`src/rtl/wbu.sv`:
```
// wbu: write-back stage of the single-issue pipeline.
// Latches one LSU->WBU bus word per cycle and commits it in the following
// cycle: GPR write, CSR write, fetch redirect (jump / trap entry / trap return)
// and halt on ebreak. Once halted the stage stops accepting words until reset.
// Optional feature macro: WBU_RETIRE_CNT_EN adds a 64-bit retired-instruction
// counter driven on retire_cnt_o.
module wbu #(
  parameter int BUS_W = 87
) (
  input  logic             clk_i,
  input  logic             rst_i,
  input  logic             lsu_valid_i,
  input  logic [BUS_W-1:0] lsu_wbu_bus_i,
  input  logic [31:0]      csr_mtvec_i,
  input  logic [31:0]      csr_mepc_i,
  output logic             ready_o,
  output logic             rf_we_o,
  output logic [4:0]       rf_waddr_o,
  output logic [31:0]      rf_wdata_o,
  output logic             csr_we_o,
  output logic [11:0]      csr_waddr_o,
  output logic [31:0]      csr_wdata_o,
  output logic             redirect_o,
  output logic [31:0]      redirect_pc_o,
  output logic             commit_o,
  output logic             halt_o
`ifdef WBU_RETIRE_CNT_EN
  ,
  output logic [63:0]      retire_cnt_o
`endif
);

  // Bus field positions
  localparam int CSR_WE_B = 86;
  localparam int RES_HI   = 85;
  localparam int RES_LO   = 54;
  localparam int GR_WE_B  = 53;
  localparam int RD_HI    = 52;
  localparam int RD_LO    = 48;
  localparam int CSRA_HI  = 47;
  localparam int CSRA_LO  = 36;
  localparam int JMP_B    = 35;
  localparam int JT_HI    = 34;
  localparam int JT_LO    = 3;
  localparam int BRK_B    = 2;
  localparam int EXCP_B   = 1;
  localparam int XRET_B   = 0;

  typedef enum logic [0:0] {
    ST_RUN  = 1'b0,
    ST_HALT = 1'b1
  } state_e;

  state_e             state_q, state_d;
  logic               valid_q, valid_d;
  logic [BUS_W-1:0]   bus_q, bus_d;
  logic               accept_s;

  // Decoded fields of the latched word
  logic        f_csr_we_s, f_gr_we_s, f_jmp_s, f_brk_s, f_excp_s, f_xret_s;
  logic [31:0] f_result_s, f_jt_s;
  logic [4:0]  f_rd_s;
  logic [11:0] f_csra_s;

  assign f_csr_we_s = bus_q[CSR_WE_B];
  assign f_result_s = bus_q[RES_HI:RES_LO];
  assign f_gr_we_s  = bus_q[GR_WE_B];
  assign f_rd_s     = bus_q[RD_HI:RD_LO];
  assign f_csra_s   = bus_q[CSRA_HI:CSRA_LO];
  assign f_jmp_s    = bus_q[JMP_B];
  assign f_jt_s     = bus_q[JT_HI:JT_LO];
  assign f_brk_s    = bus_q[BRK_B];
  assign f_excp_s   = bus_q[EXCP_B];
  assign f_xret_s   = bus_q[XRET_B];

  assign ready_o  = (state_q == ST_RUN);
  assign accept_s = lsu_valid_i & ready_o;

  // Next-state logic: run/halt FSM plus the one-deep commit register
  always_comb begin
    state_d = state_q;
    valid_d = 1'b0;
    bus_d   = {BUS_W{1'b0}};
    // An idle cycle clears the latched word so idle outputs are all zero
    if (accept_s) begin
      valid_d = 1'b1;
      bus_d   = lsu_wbu_bus_i;
    end else begin
      valid_d = 1'b0;
      bus_d   = {BUS_W{1'b0}};
    end
    case (state_q)
      ST_RUN: begin
        // A trapping ebreak takes the trap instead of halting
        if (accept_s && lsu_wbu_bus_i[BRK_B] && !lsu_wbu_bus_i[EXCP_B]) begin
          state_d = ST_HALT;
        end else begin
          state_d = ST_RUN;
        end
      end
      ST_HALT: state_d = ST_HALT;
      default: state_d = ST_RUN;
    endcase
  end

  // State and commit registers, cleared asynchronously
  always_ff @(posedge clk_i or posedge rst_i) begin
    if (rst_i) begin
      state_q <= ST_RUN;
      valid_q <= 1'b0;
      bus_q   <= {BUS_W{1'b0}};
    end else begin
      state_q <= state_d;
      valid_q <= valid_d;
      bus_q   <= bus_d;
    end
  end

  // Commit outputs decoded from the latched word; every enable gated by valid_q
  always_comb begin
    rf_we_o       = 1'b0;
    rf_waddr_o    = 5'd0;
    rf_wdata_o    = 32'd0;
    csr_we_o      = 1'b0;
    csr_waddr_o   = 12'd0;
    csr_wdata_o   = 32'd0;
    redirect_o    = 1'b0;
    redirect_pc_o = 32'd0;
    commit_o      = 1'b0;

    rf_we_o     = valid_q & f_gr_we_s & (f_rd_s != 5'd0) & ~f_excp_s;
    rf_waddr_o  = f_rd_s;
    rf_wdata_o  = f_result_s;
    csr_we_o    = valid_q & f_csr_we_s & ~f_excp_s;
    csr_waddr_o = f_csra_s;
    csr_wdata_o = f_result_s;
    redirect_o  = valid_q & (f_excp_s | f_xret_s | f_jmp_s);
    commit_o    = valid_q & ~f_excp_s;

    // Trap entry beats trap return beats plain jump
    if (!redirect_o) begin
      redirect_pc_o = 32'd0;
    end else if (f_excp_s) begin
      redirect_pc_o = csr_mtvec_i;
    end else if (f_xret_s) begin
      redirect_pc_o = csr_mepc_i;
    end else begin
      redirect_pc_o = f_jt_s;
    end
  end

  // Halt follows the state register; the committing ebreak term is implied by
  // HALT already and only restates it for the cycle the word is in flight
  assign halt_o = (state_q == ST_HALT) | (valid_q & f_brk_s & ~f_excp_s);

`ifdef WBU_RETIRE_CNT_EN
  logic [63:0] retire_cnt_q;

  // Retired-instruction counter, wraps naturally at 2^64
  always_ff @(posedge clk_i or posedge rst_i) begin
    if (rst_i) begin
      retire_cnt_q <= 64'd0;
    end else if (commit_o) begin
      retire_cnt_q <= retire_cnt_q + 64'd1;
    end else begin
      retire_cnt_q <= retire_cnt_q;
    end
  end

  assign retire_cnt_o = retire_cnt_q;
`endif

endmodule

```
`config.mk`:
```
export PLATFORM = sky130hd
export DESIGN_NAME = wbu
export DESIGN_NICKNAME = d
export VERILOG_FILES = /design/src/rtl/wbu.sv
export SDC_FILE = /design/constraint.sdc
export NUM_CORES = 1
export LEC_CHECK = 0
export CAP_MARGIN = 20
export CORE_MARGIN = 4
export CORE_UTILIZATION = 37
export DETAILED_ROUTE_END_ITERATION = 8
export PLACE_DENSITY = 0.91
export SYNTH_ARGS = -nofsm -noshare
export SYNTH_HDL_FRONTEND = slang
export SYNTH_SLANG_ARGS = --single-unit
```
`constraint.sdc`:
```
create_clock -name clk_i -period 3.7 [get_ports clk_i]
set_input_delay 0.74 -clock clk_i [delete_from_list [all_inputs] [get_ports clk_i]]
set_output_delay 0.74 -clock clk_i [all_outputs]
set_load 0.02 [all_outputs]
```
==> impl_metrics.py, run 1 <==
metrics = {
    "run_status": {
        "status": "completed",
    },
    "global_routing": {
        "grt_pass1_vias": 3757,
        "grt_pass1_wl_um": 18300,
        "grt_max_degree": 47,
        "antenna_found_initial": 0,
        "grtUsageTotal": 0.177,
        "overflow": 0,
    },
    "layout": {
        "final_common_cell": "clkdlybuf4s50_1",
        "nets": 727,
        "n_antenna_cell": 0,
        "syn_to_final_growth_pct": 57.7,
        "design_area_um2": 6900,
        "mostFrequentLayoutCells": "clkdlybuf4s50_1, and2_1, dfrtp_1, nor2b_1",
        "drive_above_1_share": 0.0450,
    },
    "clocking": {
        "cts.sinks": 89,
        "cts_hold_buf": 0,
        "clockRootBuffer": "clkbuf_16",
        "cts-resized-gates": 0,
        "cts_buffers": 9,
        "cts_setup_buffers": 0,
        "cts.path.max_buffers": 2,
        "clk_latency_ps": 330,
        "cts-htree-levels": 3,
        "clk_pin_slew_ps": 60,
        "tritoncts": "yes",
    },
    "power_and_ir_drop": {
        "power_mw": 2.09,
        "vdd_ir_drop_max_mv": 0.161,
        "leakage_nw": 2.85,
        "powerDensity_nw_per_um2": 302,
    },
    "setup_path": {
        "cp.arrival_ps": 2370,
        "r2r-end": "bus_q[3]",
        "worstPathMaxFanout": 32,
        "r2r_start": "state_q",
        "endpoint": "redirect_pc_o[3]",
        "worstSetupPathType": "reg2out",
        "crit_start": "bus_q[0]",
        "start_kind": "register",
        "required_ps": 2960,
        "r2r_slack_ps": 2140,
        "critPathCaptureType": "output pin",
        "worstRegToRegCells": 3,
    },
    "placed_design": {
        "io_buffers": 272,
        "routabilityCongestion": 0.717,
        "placed_area_um2": 6600,
        "dp.final_hpwl_um": 9760,
    },
    "yosys": {
        "syn_inst": 388,
        "synth_seq_cells": 89,
        "ys_seq_area_frac": 0.509,
        "synth_cell_types": 19,
        "syn_area_per_cell_um2": 11.3,
        "syn-cell-area_um2": 4380,
        "ys_warn_count": 0,
        "syn-num-nets": 542,
    },
    "flow_run": {
        "max_cap_viol_count": 0,
    },
    "die": {
        "start_util": 0.380,
        "rows": 39,
        "num_io_pins": 273,
        "die_h_um": 117,
        "core_um2": 11500,
        "dieArea_um2": 13600,
        "die_w_um": 117,
    },
    "timing": {
        "max_slew_margin": 0.519,
        "tns_ps": 0,
        "rsz0062_at_grt": "false",
        "period_share": 0.841,
        "fin_skew_ps": 4.12,
        "setup_violations": 0,
        "finalMaxSlewViolations": 0,
        "fmaxAchievable_mhz": 321,
        "hold_viol_final": 0,
        "min_period_ps": 3110,
        "worst_pin_slew_ps": 721,
    },
    "detailed_routing": {
        "drt_first_pass_iters": 6,
        "wl_um": 12400,
        "drtIter0Drc": 78,
        "drc": 0,
        "vias": 3290,
        "vias_per_cell": 4.56,
        "antenna_left": 0,
        "wl_per_cell_um": 17.2,
    },
    "hold_path": {
        "hp-class": "reg2reg",
    },
}
-- layout make-up --
| type | instances | area [um^2] |
|---|---|---|
| tap | 143 | 179 |
| inverter | 4 | 17.5 |
| multi-input combinational | 192 | 1390 |
| clock inverter | 6 | 70.1 |
| fill | 913 | 4610 |
| timing repair buffer | 277 | 2790 |
| clock buffer | 10 | 239 |
| sequential | 89 | 2230 |
-- flip-flops by register name, summed over array words and instances, names as in the netlist --
name	cells
bus_q	87
state_q	1
valid_q	1
-- where the power goes --
group | internal, mW | switching, mW | leakage [nW]
logic | 0.143 | 0.0414 | 1.46
clock network | 0.550 | 0.379 | 0.154
registers | 0.973 | 0 | 1.24
-- how the worst min path moves through the flow --
stage / cells past startpoint / startpoint / slack, ps / end
final: 2 / state_q / 610 / state_q
after detailed placement: 2 / state_q / 580 / state_q
after CTS: 2 / state_q / 600 / state_q
after global placement: 2 / state_q / 560 / state_q
after global routing: 2 / state_q / 670 / state_q
after floorplan: 2 / state_q / 640 / state_q
-- through the flow --
| step | cells | setup slack, ps | hold WS, ps | utilization |
|---|---|---|---|---|
| finish | 721 | 589 | 606 | 0.600 |
| global route | 721 | 490 | 674 | 0.600 |
| CTS | 721 | 529 | 600 | 0.600 |
| detailed placement | 705 | 654 | 582 | 0.573 |
| global placement | 705 | 685 | 563 | 0.573 |
| floorplan | 388 | 653 | 639 | - |
-- worst max-delay path: stages (launching register included) --
cell	delay (ps)
dfrtp_2	390
buf_4	480
mux2i_1	200
a211oi_1	300
clkdlybuf4s50_1	670
-- logic make-up (layout without fill, tap and decap cells) --
group	after synthesis	in the layout	share of synthesized area
flops	89	89	0.509
compound gates	36	36	0.0649
buf+inv	107	297	0.175
mux	32	32	0.0732
simple gates	124	124	0.178
-- cells in the mapped netlist --
library cell | number | area [um^2]
or3_1 | 1 | 6.26
and2_1 | 88 | 551
inv_2 | 1 | 3.75
buf_4 | 81 | 608
buf_2 | 4 | 20.0
o311a_1 | 1 | 10.0
dfrtp_1 | 89 | 2230
clkbuf_1 | 9 | 33.8
nor2b_4 | 1 | 13.8
o31ai_4 | 1 | 21.3
a211oi_1 | 32 | 240
clkbuf_2 | 2 | 10.0
nand2_1 | 1 | 3.75
buf_6 | 7 | 78.8
inv_1 | 3 | 11.3
mux2i_1 | 32 | 320
o21ai_0 | 1 | 5.00
a21o_1 | 1 | 7.51
nor2b_1 | 33 | 206
-- routing by layer --
layer / GRT usage / share of wire / vias to the layer above
li1: - / - / 1543
met1: 0.177 / 0.35 / 1565
met2: 0.344 / 0.54 / 164
met3: 0.0514 / 0.087 / 18
met4: 0.0642 / 0.020 / 0
met5: 0 / 0 / -
Note: power is estimated with default switching activity, not from simulation.
==> run 2, diff against run 1 <==
- CORE_UTILIZATION: 37 -> 34
- PLACE_DENSITY: 0.91 -> 0.88
- clock period: 3.7 -> 2.75 ns (I/O delays scaled with it)
==> impl_metrics.py, run 2 (same netlist as run 1, synthesis figures left out) <==
metrics = {
    "die": {
        "num_io_pins": 273,
        "die_w_um": 121,
        "start_util": 0.347,
        "rows": 41,
        "core_um2": 12600,
        "die_h_um": 121,
        "dieArea_um2": 14800,
    },
    "timing": {
        "tns_ps": 0,
        "fmaxAchievable_mhz": 376,
        "rsz0062_at_grt": "false",
        "max_slew_margin": 0.692,
        "finalMaxSlewViolations": 0,
        "fin_ws_ps": 88.2,
        "min_period_ps": 2660,
        "fin_skew_ps": 5.02,
        "period_share": 0.968,
        "worst_pin_slew_ps": 461,
        "setup_violations": 0,
        "hold_viol_final": 0,
    },
    "layout": {
        "utilization": 0.556,
        "n_antenna_cell": 0,
        "largest_reg_flops": 87,
        "multiInputGateArea_um2": 1390,
        "nets": 729,
        "drive_above_1_share": 0.0500,
        "syn_to_final_growth_pct": 60.4,
        "fillerInstances": 1073,
        "instances_no_fill": 752,
        "mostFrequentLayoutCells": "clkdlybuf4s50_1, and2_1, dfrtp_1, nor2b_1",
        "final_common_cell": "clkdlybuf4s50_1",
        "reg_top3": "bus_q x87, state_q x1, valid_q x1",
        "regMostFlops": "bus_q",
        "final-seq-area_um2": 2230,
    },
    "power_and_ir_drop": {
        "power_mw": 2.89,
        "vdd_ir_drop_max_mv": 0.383,
        "powerDensity_nw_per_um2": 412,
        "leakage_nw": 2.96,
    },
    "clocking": {
        "tritoncts": "yes",
        "clockRootBuffer": "clkbuf_16",
        "cts.sinks": 89,
        "cts_buffers": 9,
        "clk_latency_ps": 340,
        "cts_setup_buffers": 0,
        "cts-htree-levels": 3,
        "cts.path.max_buffers": 2,
        "clk_pin_slew_ps": 60,
    },
    "setup_path": {
        "worstPathMaxFanout": 33,
        "max_stage_delay_ps": 570,
        "critPathCaptureType": "output pin",
        "cp.arrival_ps": 2110,
        "cp_cell_sequence": "buf_4 -> o31ai_4 -> buf_12 -> a211oi_1 -> clkdlybuf4s50_1",
        "worst-path-buf-inv": 3,
        "required_ps": 2200,
        "start_kind": "register",
        "crit_slowest_cell": "clkdlybuf4s50_1",
        "cpLargestDelayFamily": "buffers and inverters",
        "worstSetupPathType": "reg2out",
    },
    "detailed_routing": {
        "drtIter0Drc": 60,
        "wl_um": 12200,
        "drt_first_pass_iters": 4,
        "antenna_left": 0,
        "vias_per_cell": 4.40,
        "vias": 3308,
        "drc": 0,
        "wl_per_cell_um": 16.2,
    },
    "global_routing": {
        "grt_pass1_vias": 3770,
        "grtUsageTotal": 0.164,
        "antenna_found_initial": 0,
        "grt_pass1_wl_um": 18700,
        "grt_max_degree": 90,
        "overflow": 0,
    },
    "placed_design": {
        "placedCellCount": 736,
        "routabilityCongestion": 0.737,
        "dp_slack_ps": 124,
        "io_buffers": 272,
        "dp.final_hpwl_um": 9340,
    },
    "flow_run": {
        "max_cap_viol_count": 0,
    },
    "run_status": {
        "status": "completed",
    },
    "hold_path": {
        "hp-class": "reg2reg",
    },
}
## run 2: cell count changes in the layout (fill, tap and decap cells not counted), sizes merged
cell,change
clkdlybuf4s50,-5
buf,+2
clkinv,+1
clkbuf,-1
dlymetal6s2s,+5
clkinvlp,+3
bufinv,+1
inv,-4
## run 2: layout make-up
type / instances / share of cell area
clock inverter: 7 / 0.0148
sequential: 89 / 0.318
tap: 172 / 0.0306
inverter: 4 / 0.00303
multi-input combinational: 192 / 0.197
clock buffer: 9 / 0.0321
timing repair buffer: 279 / 0.405
## run 2: metrics by stage
step / hold slack (ps) / area, um^2
3_3_place_gp: 553 / 6670
2_1_floorplan: 639 / 4380
6_report: 581 / 7020
4_1_cts: 592 / 7010
3_5_place_dp: 576 / 6670
5_1_grt: 630 / 7020
## run 2: worst min-delay path: cells and delay by family, from the launching register on
family          cells  cell delay [ps]
compound gates      1               70
flops               1              410
buf+inv             1               70
## run 2: worst paths after layout
path / cells past startpoint / startpoint / endpoint / slack, ps
min in group asynchronous: 3 / rst_i / bus_q[75] / 700
max in group asynchronous: 3 / rst_i / bus_q[0] / 1680
worst max register to register: 3 / state_q / bus_q[27] / 1640
worst min register to register: 2 / state_q / state_q / 580
worst min-delay path: 2 / state_q / state_q / 580
worst max-delay path: 5 / bus_q[0] / redirect_pc_o[13] / 90
## run 2: power by group
| group | total [mW] | leakage, nW | internal [mW] | switching, mW |
|---|---|---|---|---|
| logic | 0.246 | 1.57 | 0.193 | 0.0538 |
| clock network | 1.34 | 0.154 | 0.805 | 0.532 |
| registers | 1.31 | 1.24 | 1.31 | 0 |
| total | 2.89 | 2.96 | 2.31 | 0.585 |
## run 2: what timing repair did
action / 4_1_cts / 5_1_grt
resized for setup: 2 / 6
endpoints found under the hold margin: 0 / 0
pin swaps: 0 / 0
hold buffers: 0 / 0
setup endpoints to repair: 19 / 13
## run 2: per-layer routing
layer  global-route usage  wire (um)  up-vias
met5                    0          0        -
met2                0.296       6320      167
met1                0.172       4450     1578
met4               0.0623        211        0
met3               0.0611       1210       14
li1                     -          -     1549
==> run 3, diff against run 2 <==
- CAP_MARGIN: 20 -> 25
- GPL_TIMING_DRIVEN: not set -> 0
==> impl_metrics.py, run 3 (same netlist as run 1, synthesis figures left out) <==
metrics = {
    "global_routing": {
        "grt_pass1_vias": 4120,
        "grt_max_degree": 45,
        "antenna_found_initial": 0,
        "grt_pass1_wl_um": 20500,
        "grtUsageTotal": 0.180,
        "overflow": 0,
    },
    "detailed_routing": {
        "drtIter0Drc": 30,
        "route.met2.wl_um": 7210,
        "drt_first_pass_iters": 4,
        "vias": 3635,
        "highest_layer": "met4",
        "vias_per_cell": 4.27,
        "antenna_left": 0,
        "wl_met1_um": 4970,
        "dr_wl_met3_um": 1270,
        "drc": 0,
        "wl_um": 13700,
        "wl_per_cell_um": 16.1,
    },
    "die": {
        "dieArea_um2": 14800,
        "num_io_pins": 273,
        "core_um2": 12600,
        "die_w_um": 121,
        "start_util": 0.347,
        "rows": 41,
        "die_h_um": 121,
    },
    "setup_path": {
        "cp_cell_sequence": "clkbuf_2 -> nor2b_1 -> a211oi_1 -> clkdlybuf4s50_1",
        "critPathCaptureType": "output pin",
        "r2r_slack_ps": 1390,
        "cpLargestDelayFamily": "buffers and inverters",
        "cp.arrival_ps": 2090,
        "start_kind": "register",
        "worstPathMaxFanout": 10,
        "crit_slowest_cell": "clkdlybuf4s50_1",
        "worstSetupPathType": "reg2out",
        "r2r_start": "state_q",
        "required_ps": 2200,
        "max_stage_delay_ps": 640,
        "worst-path-buf-inv": 2,
        "r2r-end": "bus_q[76]",
        "worstRegToRegCells": 4,
    },
    "clocking": {
        "cts_buffers": 9,
        "cts.sinks": 89,
        "clk_pin_slew_ps": 60,
        "cts.path.max_buffers": 2,
        "tritoncts": "yes",
        "cts-htree-levels": 3,
        "clockRootBuffer": "clkbuf_16",
        "clk_latency_ps": 330,
    },
    "layout": {
        "reg_top3": "bus_q x87, state_q x1, valid_q x1",
        "syn_to_final_growth_pct": 76.5,
        "design_area_um2": 7730,
        "final_common_cell": "clkdlybuf4s50_1",
        "final-seq-area_um2": 2230,
        "drive_above_1_share": 0.175,
        "utilization": 0.612,
        "regMostFlops": "bus_q",
        "largest_reg_flops": 87,
        "mostFrequentLayoutCells": "clkdlybuf4s50_1, dfrtp_1, and2_1, buf_4",
        "multiInputGateArea_um2": 1390,
        "fillerInstances": 1025,
        "n_antenna_cell": 0,
        "nets": 828,
    },
    "timing": {
        "hold_slack_ps": 527,
        "fin_skew_ps": 6.37,
        "finalMaxSlewViolations": 0,
        "fmaxAchievable_mhz": 379,
        "worst_pin_slew_ps": 407,
        "period_share": 0.958,
        "rsz0062_at_grt": "false",
        "setup_violations": 0,
        "tns_ps": 0,
        "fin_ws_ps": 114,
        "hold_viol_final": 0,
        "max_slew_margin": 0.729,
        "min_period_ps": 2640,
    },
    "flow_run": {
        "max_cap_viol_count": 0,
    },
    "power_and_ir_drop": {
        "vdd_ir_drop_max_mv": 0.372,
        "powerDensity_nw_per_um2": 367,
        "leakage_nw": 3.80,
    },
    "run_status": {
        "status": "completed",
    },
    "placed_design": {
        "placed_area_um2": 7360,
        "dp_slack_ps": 53.4,
        "routabilityCongestion": 0.776,
        "dp.final_hpwl_um": 11100,
        "io_buffers": 272,
    },
    "hold_path": {
        "hp-class": "in2async",
    },
}
[run 3: changes by cell type in the layout (fill, tap and decap cells not counted), sizes merged]
cell	previous run	this run
bufinv	2	1
dlygate4sd2	0	7
clkinv	2	0
clkdlybuf4s50	267	243
buf	7	95
inv	4	7
clkbuf	9	20
dlymetal6s2s	5	22
[run 3: what timing repair did]
item | in CTS | in global routing
buffers inserted | 0 | 1
endpoints found under the setup margin | 13 | 27
gates resized for setup | 8 | 23
hold buffers | 0 | 0
pin swaps | 1 | 1
[run 3: layout make-up]
| class | instances | area share |
|---|---|---|
| Buffer | 103 | 0.0973 |
| Clock buffer | 9 | 0.0291 |
| Clock inverter | 7 | 0.0110 |
| Inverter | 4 | 0.00243 |
| Multi-Input combinational cell | 192 | 0.180 |
| Sequential cell | 89 | 0.288 |
| Tap cell | 172 | 0.0278 |
| Timing Repair Buffer | 275 | 0.364 |
[run 3: routing by layer]
layer  GRT usage  up-vias
met3      0.0709       19
met4      0.0518        0
met1       0.185     1699
li1            -     1742
met5           0        -
met2       0.337      175
[run 3: how the worst max path moves through the flow]
| stage | startpoint | endpoint | slack (ps) | cells after the start |
|---|---|---|---|---|
| finish | bus_q[1] | redirect_pc_o[17] | 110 | 4 |
| global route | bus_q[1] | redirect_pc_o[17] | 10 | 4 |
| CTS | bus_q[1] | redirect_pc_o[10] | 5 | 4 |
| detailed placement | csr_mepc_i[14] | redirect_pc_o[14] | 50 | 4 |
| global placement | csr_mepc_i[14] | redirect_pc_o[14] | 80 | 4 |
| floorplan | bus_q[0] | redirect_pc_o[10] | 870 | 4 |
[run 3: stage by stage]
| stage | power, mW | std cells |
|---|---|---|
| after floorplan | 1.36 | 388 |
| after global placement | 1.58 | 832 |
| after detailed placement | 1.59 | 834 |
| after CTS | 2.87 | 850 |
| after global routing | 2.95 | 851 |
| final | 2.83 | 851 |
[run 3: report_power, final]
group | internal, mW | switching (mW) | leakage, nW
logic | 0.196 | 0.0563 | 2.41
registers | 1.31 | 0 | 1.24
clock network | 0.724 | 0.551 | 0.146
